[src/rtl/dunit_if_ctrl.sv]
// Debug-unit instruction-fetch controller: decodes UART command bytes, assembles and writes
// program words into instruction memory, and gates the pipeline clock for run/step.
module dunit_if_ctrl #(
  parameter int unsigned NB_REG   = 32,
  parameter int unsigned NB_WIDHT = 9
) (
  input  logic                i_clk,
  input  logic                i_reset,
  input  logic [7:0]          i_rx_data,
  input  logic                i_rx_valid,
  input  logic                i_halt,
  output logic                o_dunit_w_en,
  output logic [NB_WIDHT-1:0] o_dunit_addr,
  output logic [NB_REG-1:0]   o_dunit_data,
  output logic                o_dunit_clk_en,
  output logic                o_load_done,
  output logic [2:0]          o_state
);

  localparam logic [7:0] CmdLoad = 8'h4C;
  localparam logic [7:0] CmdRun  = 8'h52;
  localparam logic [7:0] CmdStep = 8'h53;
  localparam logic [7:0] CmdHalt = 8'h48;

  localparam logic [NB_REG-1:0]   HaltWord = {NB_REG{1'b1}};
  // Last word-aligned address in the memory; writing it ends the load.
  localparam logic [NB_WIDHT-1:0] LastAddr = {{(NB_WIDHT-2){1'b1}}, 2'b00};
  localparam logic [NB_WIDHT-1:0] AddrStep = NB_WIDHT'(4);

  typedef enum logic [2:0] {
    StIdle  = 3'd0,
    StLoad  = 3'd1,
    StWrite = 3'd2,
    StRun   = 3'd3,
    StStep  = 3'd4
  } state_t;

  state_t              r_state;
  logic                r_w_en;
  logic                r_clk_en;
  logic                r_load_done;
  logic [NB_WIDHT-1:0] r_addr;
  logic [NB_REG-1:0]   r_data;
  logic [1:0]          r_byte_cnt;

  logic w_byte_ok;
  logic w_last_word;

  assign w_byte_ok   = i_rx_valid;
  assign w_last_word = (r_data == HaltWord) || (r_addr == LastAddr);

  always_ff @(posedge i_clk or posedge i_reset) begin
    if (i_reset) begin
      r_state     <= StIdle;
      r_w_en      <= 1'b0;
      r_clk_en    <= 1'b0;
      r_load_done <= 1'b0;
      r_addr      <= '0;
      r_data      <= '0;
      r_byte_cnt  <= '0;
    end else begin
      r_w_en      <= 1'b0;
      r_clk_en    <= 1'b0;
      r_load_done <= 1'b0;
      case (r_state)
        StIdle: begin
          if (w_byte_ok) begin
            if (i_rx_data == CmdLoad) begin
              r_state    <= StLoad;
              r_addr     <= '0;
              r_byte_cnt <= '0;
            end else if (i_rx_data == CmdRun) begin
              r_state  <= StRun;
              r_clk_en <= 1'b1;
            end else if (i_rx_data == CmdStep) begin
              r_state  <= StStep;
              r_clk_en <= 1'b1;
            end
          end
        end
        StLoad: begin
          if (w_byte_ok) begin
            // MSB-first: the first byte of a word ends up in the top byte.
            r_data     <= {r_data[NB_REG-9:0], i_rx_data};
            r_byte_cnt <= r_byte_cnt + 2'd1;
            if (r_byte_cnt == 2'd3) begin
              r_state <= StWrite;
              r_w_en  <= 1'b1;
            end
          end
        end
        StWrite: begin
          r_addr     <= r_addr + AddrStep;
          r_byte_cnt <= '0;
          if (w_last_word) begin
            r_state     <= StIdle;
            r_load_done <= 1'b1;
          end else begin
            r_state <= StLoad;
          end
        end
        StRun: begin
          if (i_halt || (w_byte_ok && (i_rx_data == CmdHalt))) begin
            r_state <= StIdle;
          end else begin
            r_clk_en <= 1'b1;
          end
        end
        StStep: begin
          r_state <= StIdle;
        end
        default: begin
          r_state <= StIdle;
        end
      endcase
    end
  end

  assign o_dunit_w_en   = r_w_en;
  assign o_dunit_addr   = r_addr;
  assign o_dunit_data   = r_data;
  assign o_dunit_clk_en = r_clk_en;
  assign o_load_done    = r_load_done;
  assign o_state        = r_state;

endmodule

[config.mk]
export PLATFORM = sky130hd
export DESIGN_NAME = dunit_if_ctrl
export DESIGN_NICKNAME = d
export VERILOG_FILES = /design/src/rtl/dunit_if_ctrl.sv
export SDC_FILE = /design/constraint.sdc
export NUM_CORES = 1
export LEC_CHECK = 0
export BUFFER_PORTS_ARGS = -buffer_cell sky130_fd_sc_hd__buf_2
export CORE_AREA = 2 2 64 97
export DETAILED_ROUTE_END_ITERATION = 8
export DIE_AREA = 0 0 66 99
export GPL_TIMING_DRIVEN = 1
export SLEW_MARGIN = 30
export SYNTH_ARGS = -nofsm -noshare
export SYNTH_HDL_FRONTEND = slang
export SYNTH_SLANG_ARGS = --single-unit
[constraint.sdc]
create_clock -name i_clk -period 2.63 [get_ports i_clk]
set_input_delay 0.526 -clock i_clk [delete_from_list [all_inputs] [get_ports i_clk]]
set_output_delay 0.526 -clock i_clk [all_outputs]
set_load 0.05 [all_outputs]
; ---- Word-level counts from Yosys, hierarchy flattened
; Cells that the tools add are included.
[classes]
reduce_logical = 10
n_eq_ne = 16
n_addsub = 2
muxes = 27
[ops]
columns = op, n
row1 = == test 32 bit (second input constant), 1
row2 = == test 8 x 7 -> 1 bit (second input constant), 4
row3 = two-way mux 3 bit, 7
row4 = two-way mux 9 bit, 2
row5 = one-hot mux 9 bit (2 select lines), 1
row6 = one-hot mux 3 bit (4 select lines), 1
row7 = two-way mux 1 bit, 11
row8 = inequality test 2 bit (second input constant), 5
row9 = adder 9 x 3 -> 9 bit (second input constant), 1
row10 = == test 9 bit (second input constant), 1
row11 = == test 3 x 2 -> 1 bit (second input constant), 2
row12 = two-way mux 2 bit, 3
row13 = one-hot mux 2 bit (3 select lines), 1
row14 = AND reduction 5 bit, 1
row15 = inequality test 4 bit (second input constant), 1
row16 = AND reduction 4 bit, 1
row17 = == test 3 x 1 -> 1 bit (second input constant), 1
row18 = zero test 3 bit, 1
row19 = AND reduction 3 bit, 1
row20 = nonzero test 3 bit, 1
row21 = adder 2 x 1 -> 2 bit (second input constant), 1
row22 = == test 2 bit (second input constant), 1
row23 = logical OR 1 bit, 2
row24 = one-hot mux 1 bit (2 select lines), 1
row25 = 3 further kinds, 3
[totals]
out_inout_bits = 47
ff_bits = 49
elab_cells = 62
in_bits = 12

; ---- Depth between registers and ports, before layout
; Gate-level depths: netlist of the first run.
[depth]
ltp_word = 6
depth_mapped = 7

; ---- Least setup slack after synthesis of the first run
; OpenSTA, ideal clock, no wires.
[synth_path]
path_kind = register to register
start = register r_state[0], in the netlist o_state[0]
end = register r_data[0], in the netlist o_dunit_data[0]
arrival_time_ps = 1830
synth_period_minus_slack_ps = 1955
required_time_ps = 2505
path_stages_with_launch = 6
setup_ps = 125
slack_ps = 675
path_cell_list = dfrtp_1 -> clkbuf_1 -> and3_1 -> clkbuf_1 -> buf_2 -> mux2_2
[synth_between]
elab_chain_cells = 2
[synth_rtl]
columns = element, line
row1 = from (decl), 38  ; state_t r_state;
row2 = from (signal assigned), 54  ; r_state <= StIdle;
row3 = from (signal assigned), 69  ; r_state <= StLoad;
row4 = from (signal assigned), 73  ; r_state <= StRun;
row5 = == test 3 x 1 -> 1 bit, 65  ; case (r_state)
row6 = AND reduction 2 bit (no line), -
row7 = to (signal assigned), 84  ; r_data <= {r_data[NB_REG-9:0], i_rx_data};
row8 = to (decl), 43  ; logic [NB_REG-1:0] r_data;
; Every way passes these cells.
; A chain may end at the register's enable or synchronous reset.

; ---- Worst setup path after layout of the first run
[layout_path]
start = register r_state[1], in the netlist o_state[1]
end = register r_data[16], in the netlist o_dunit_data[16]
; Same word-level chain as after synthesis.

==> results.cfg, run 1 <==
[timing]
fmax_mhz = 525.6
finalMaxSlewViolations = 0
finalHoldViolCount = 0
finalSetupViolations = 0
skew_ns = 0.004778
grt_setup_unrepaired = no
holdWs_ns = 0.1751
final.setup.tns_ns = 0
fin_crit_ns = 1.903
finalCritPeriodShare_pct = 72.34

[cells_and_area]
antenna_cells = 0
final_cell_mix = 56 x buf_2, 47 x dfrtp_1, 32 x mux2_2
area.growth.synth_to_final_pct = 21.57
drive_above_1_share_pct = 45.89
seqCellArea_mm2 = 0.001176
final_common_cell = buf_2
multi_input_area_um2 = 887.1
finalNetCount = 246
n_fill_cell = 582

[pwr]
p_comb_share_pct = 7.8
vdd_drop_max_mv = 0.3816
p_leak_nw = 1.344
p_sw_share_pct = 24.35
power_frac_seq_pct = 54.4
switchingPower_mw = 0.3342
clkPwrFrac_pct = 37.9
p_int_mw = 1.038
powerDensity_mw_per_mm2 = 533.2

[critical_path]
cp_num_buf_inv = 1
r2r_cells = 4
cp_cell_sequence = nor2_1, and3_1, buf_4, mux2_2
crit_required_ns = 2.82
cp.depth = 4
reg2reg_to = o_dunit_data[16]
endpoint = o_dunit_data[16]
cp.arrival_ns = 2.09
crit_start = o_state[1]
max_stage_delay_ns = 0.51
cp-end-kind = flop
crit_slowest_cell = dfrtp_1
cpLargestDelayFamily = flip-flops
cp_max_fo = 33
worstSetupStartpointType = flop
path_class = flop to flop
r2r_slack_ns = 0.73
regToRegStartpoint = o_state[1]

[yosys]
ys_warn_count = 0
synth_seq_cells = 47
yosys.cell_types.count = 38
syn_area_mm2 = 0.002117
seq_area_frac_synth_pct = 55.56
post_synth.cell_area_avg_um2 = 12.24
syn_inst = 173

[detailed_routing]
wl_per_cell_um = 15.58
via_per_inst = 5.208
wirelength_um = 4720
num_vias = 1578
drc_errors = 0
drt_pre_antenna_iters = 4
ant_nets = 0
dr.first_iter.drc_count = 47

[clock_network]
h-tree-depth = 2
clock_path_buffers = 2
cts_inserted_buffers = 5
clkTransAtPathRegs_ns = 0.09
cts_resized = 0
hold_buffers = 0
clock-root-buffer = clkbuf_8
postCtsSetupBuffers = 0
clock_latency_ns = 0.30
clkSinkCount = 47
tritoncts = built

[floorplan]
start_util_pct = 37.14
die_area_mm2 = 0.006534
die_w_um = 66
row_count = 34
core_area_mm2 = 0.005700
dieHeight_um = 99
num_io_pins = 59

[status]
status = finished clean

[place]
hpwl_um = 3585
port_buffers = 56
gp_congestion = 0.7513

[global_routing]
grt_usage_pct = 15.84
antenna_found_initial = 0
first_global_vias = 1592
overflow = 0
grt_pass1_wl_um = 7879
grt_max_degree = 34

[job]
maxCapViolations = 0

[min_path]
hp-class = primary input to async pin
[sequential cells by signal (all words and copies together) (netlist names)]
name	count
o_dunit_data	32
o_dunit_addr	7
o_state	3
r_byte_cnt	2
o_dunit_clk_en	1
o_dunit_w_en	1
o_load_done	1
[power by group through the flow]
stage	combinational, mW	sequential, mW	clock [mW]
after global placement	0.107	0.761	0
after floorplan	0.0412	0.793	0
after CTS	0.108	0.747	0.532
final	0.107	0.746	0.520
after detailed placement	0.108	0.761	0
after global routing	0.117	0.749	0.559
[metal layers]
| layer | share of wire, % | up-vias | global-route usage (%) |
|---|---|---|---|
| met1 | 40 | 781 | 19.44 |
| li1 | - | 749 | - |
| met3 | 4.1 | 6 | 2.740 |
| met2 | 53 | 42 | 26.81 |
| met5 | 0 | - | 0 |
| met4 | 2.2 | 0 | 7.064 |
[Yosys cell counts]
cell type   n  area [um2]
nor4_1      4       25.02
a21oi_1     3       15.01
or4b_4      1       13.76
dfrtp_1    47        1176
and2_1      3       18.77
nand2_1    10       37.54
o31ai_2     1       12.51
nand3_1     3       15.01
o311ai_1    1       8.760
conb_1      1       3.750
o21ai_1     1       5.000
buf_2       4       20.02
o21a_1      1       7.510
or4_4       1       11.26
a22o_1      4       35.03
nor3_1      1       5.000
xor2_1      1       8.760
a32o_1      1       10.01
ha_1        3       37.54
inv_1       3       11.26
clkbuf_1    3       11.26
and3_1      2       12.51
or3b_1      1       8.760
nor2_1      6       22.52
buf_4       2       15.01
and4_1      1       8.760
nand4_1     8       50.05
and4bb_2    1       12.51
nor2_2      2       12.51
o21ai_0    10       50.05
nand2b_1    1       6.260
o31ai_1     4       30.03
nor2b_1     2       12.51
o22ai_1     1       6.260
o21bai_1    1       7.510
mux2_2     32       360.4
or3_1       1       6.260
or2_2       1       6.260
[logic make-up (layout without fill, tap and decap cells)]
group,after synthesis,in the layout,share of synthesized area [%]
flip-flops,47,47,55.56
AND/OR/NAND/NOR,49,49,13.48
AO/OA/AOI/OAI,28,28,8.865
XOR/XNOR,1,1,0.4138
buffers and inverters,12,69,2.718
adder cells (fa/ha/maj),3,3,1.773
multiplexers,32,32,17.02
other,1,2,0.1771
[through the flow]
step	area, um2	util (%)	std cells	total power [mW]	worst slack [ns]
6_report	2574	45.15	303	1.372	0.7274
4_1_cts	2574	45.15	303	1.387	0.7337
5_1_grt	2574	45.15	303	1.424	0.6261
3_3_place_gp	2467	43.28	296	0.8675	0.4835
3_5_place_dp	2467	43.28	296	0.8693	0.4470
2_1_floorplan	2121	-	174	0.8345	0.6748
[cell type report]
type | count | area share (%)
Sequential cell | 47 | 45.70
Multi-Input combinational cell | 115 | 34.47
Timing Repair Buffer | 59 | 11.76
Tap cell | 72 | 3.500
Clock buffer | 5 | 2.674
Clock inverter | 2 | 1.458
Inverter | 3 | 0.4375
[how the worst min path moves through the flow]
| stage | end | slack (ns) | cells after the start |
|---|---|---|---|
| final | r_byte_cnt[0] | 0.18 | 2 |
| after global routing | r_byte_cnt[0] | 0.21 | 2 |
| after CTS | r_byte_cnt[0] | 0.19 | 2 |
| after detailed placement | o_dunit_addr[7] | 0.50 | 1 |
| after global placement | o_dunit_addr[7] | 0.49 | 1 |
| after floorplan | r_byte_cnt[1] | 0.50 | 1 |
No activity file was read; power rests on OpenSTA's default activity.
==> inputs of run 2 (changes only) <==
==> constraint.sdc (replaced) <==
create_clock -name i_clk -period 1.6 [get_ports i_clk]
set_input_delay 0.32 -clock i_clk [delete_from_list [all_inputs] [get_ports i_clk]]
set_output_delay 0.32 -clock i_clk [all_outputs]
set_load 0.05 [all_outputs]
==> run 2 against run 1 <==
Effect of this change: the flow now finishes with violations (hold timing); clock-buffer cell count is the same; core utilization rose by 7.0 points; register-to-register slack got worse by 0.61 ns; via count grew 10%; highest routed layer unchanged.
==> results.cfg, run 2 (synthesized netlist as in run 1, its figures left out) <==
[global_routing]
grt_max_degree = 24
first_global_vias = 1736
grt_usage_pct = 17.14
grt_pass1_wl_um = 8721
overflow = 0
antenna_found_initial = 0

[clock_network]
clock-root-buffer = clkbuf_8
tritoncts = built
clkTransAtPathRegs_ns = 0.10
hold_buffers = 0
clock_path_buffers = 2
clkSinkCount = 47
h-tree-depth = 2
cts_inserted_buffers = 5
clock_latency_ns = 0.30

[timing]
skew_ns = 0.009207
final.setup.tns_ns = 0
finalMaxSlewViolations = 0
finalSetupViolations = 0
fmax_mhz = 631.8
fin_crit_ns = 1.583
worstMarginPinSlew_ns = 0.5037
finalCritPeriodShare_pct = 98.92
finalHoldViolCount = 12
holdWs_ns = -0.01606
relSlewSlack_pct = 66.11
grt_setup_unrepaired = yes

[cells_and_area]
antenna_cells = 0
area.growth.synth_to_final_pct = 40.48
utilization_pct = 52.17
final_common_cell = buf_2
n_fill_cell = 558
final_cell_mix = 55 x buf_2, 41 x dfrtp_1, 36 x buf_4
largest_reg_flops = 32
drive_above_1_share_pct = 59.33
design_area_mm2 = 0.002974
finalNetCount = 282

[pwr]
vdd_drop_max_mv = 0.6220
p_int_mw = 1.751
p_leak_nw = 1.556
powerDensity_mw_per_mm2 = 790.3
switchingPower_mw = 0.5998
clkPwrFrac_pct = 38.6
fin_total_pwr_mw = 2.350
p_comb_share_pct = 9.3
power_frac_seq_pct = 52.1
p_sw_share_pct = 25.52

[critical_path]
cp_cell_sequence = buf_2, or4b_4, buf_4, o31ai_4, o311ai_4, nand2_1, o31ai_2
cp.arrival_ns = 1.77
cp_max_fo = 3
path_class = primary input to flop
worstSetupStartpointType = primary input
cp-end-kind = flop
max_stage_delay_ns = 0.58
crit_slowest_cell = or4b_4
crit_required_ns = 1.79

[status]
status = complete, but fails checks
violations = hold timing

[place]
port_buffers = 56
hpwl_um = 3948
place_area_mm2 = 0.002745
gp_congestion = 0.8246

[detailed_routing]
via_per_inst = 5.109
num_vias = 1737
drc_errors = 0
ant_nets = 0
wirelength_um = 5174
dr.first_iter.drc_count = 56
drt_pre_antenna_iters = 4
wl_per_cell_um = 15.22

[min_path]
hp-class = primary input to async pin

[floorplan]
row_count = 34
core_area_mm2 = 0.005700
num_io_pins = 59
die_w_um = 66
die_area_mm2 = 0.006534
start_util_pct = 37.14
dieHeight_um = 99

[job]
maxCapViolations = 0
## run 2: changes by cell type in the layout (fill, tap and decap cells not counted), sizes merged
cell	before	now
buf	59	95
inv	3	4
## run 2: worst max-delay path, delay by kind of cell
kind / cells / cell delay (ns)
AO/OA/AOI/OAI: 3 / 0.47
AND/OR/NAND/NOR: 2 / 0.70
buffers and inverters: 2 / 0.27
## run 2: power by group through the flow
stage / sequential, mW / clock, mW / combinational (mW)
after CTS: 1.23 / 0.930 / 0.217
final: 1.22 / 0.906 / 0.219
after floorplan: 1.31 / 0 / 0.0679
after global routing: 1.23 / 0.965 / 0.237
after detailed placement: 1.25 / 0 / 0.210
after global placement: 1.25 / 0 / 0.207
## run 2: path summary, 6_finish.rpt
check                                 from                to  slack [ns]  depth (start not counted)
setup reg to reg           o_dunit_addr[2]        o_state[0]        0.12                          7
hold / removal                     i_reset   o_dunit_addr[3]       -0.02                          2
setup / recovery              i_rx_data[0]        o_state[0]        0.02                          7
min in group i_clk            i_rx_data[7]   o_dunit_data[7]        0.26                          2
max in group asynchronous          i_reset  o_dunit_data[23]        1.15                          3
hold reg to reg            o_dunit_addr[2]   o_dunit_addr[2]        0.52                          1
## run 2: repair_timing
action | CTS | global route
hold endpoints to repair | 0 | 0
buffers inserted | 0 | 2
resized for setup | 7 | 14
setup endpoints to repair | 11 | 9
pin swaps | 0 | 8
## run 2: metrics by stage
stage	setup slack (ns)	instances
after floorplan	-0.1353	174
after global placement	-0.5114	330
after detailed placement	-0.4831	330
after CTS	0.006079	338
after global routing	-0.04803	340
final	0.01732	340
## run 2: cell type report
type                            count  area [um2]  share of cell area (%)
Tap cell                           72       90.09                   3.029
Sequential cell                    47        1184                   39.80
Clock buffer                        5       68.82                   2.314
Timing Repair Buffer               95       599.3                   20.15
Multi-Input combinational cell    115       974.7                   32.77
Clock inverter                      3       46.29                   1.557
Inverter                            3       11.26                  0.3786
## run 2: layer usage
metal	track usage, %	up-vias	wire [um]
met5	0	-	0
met3	2.511	9	210
met2	30.46	48	2854
li1	-	822	-
met1	21.13	858	2011
met4	5.181	0	98
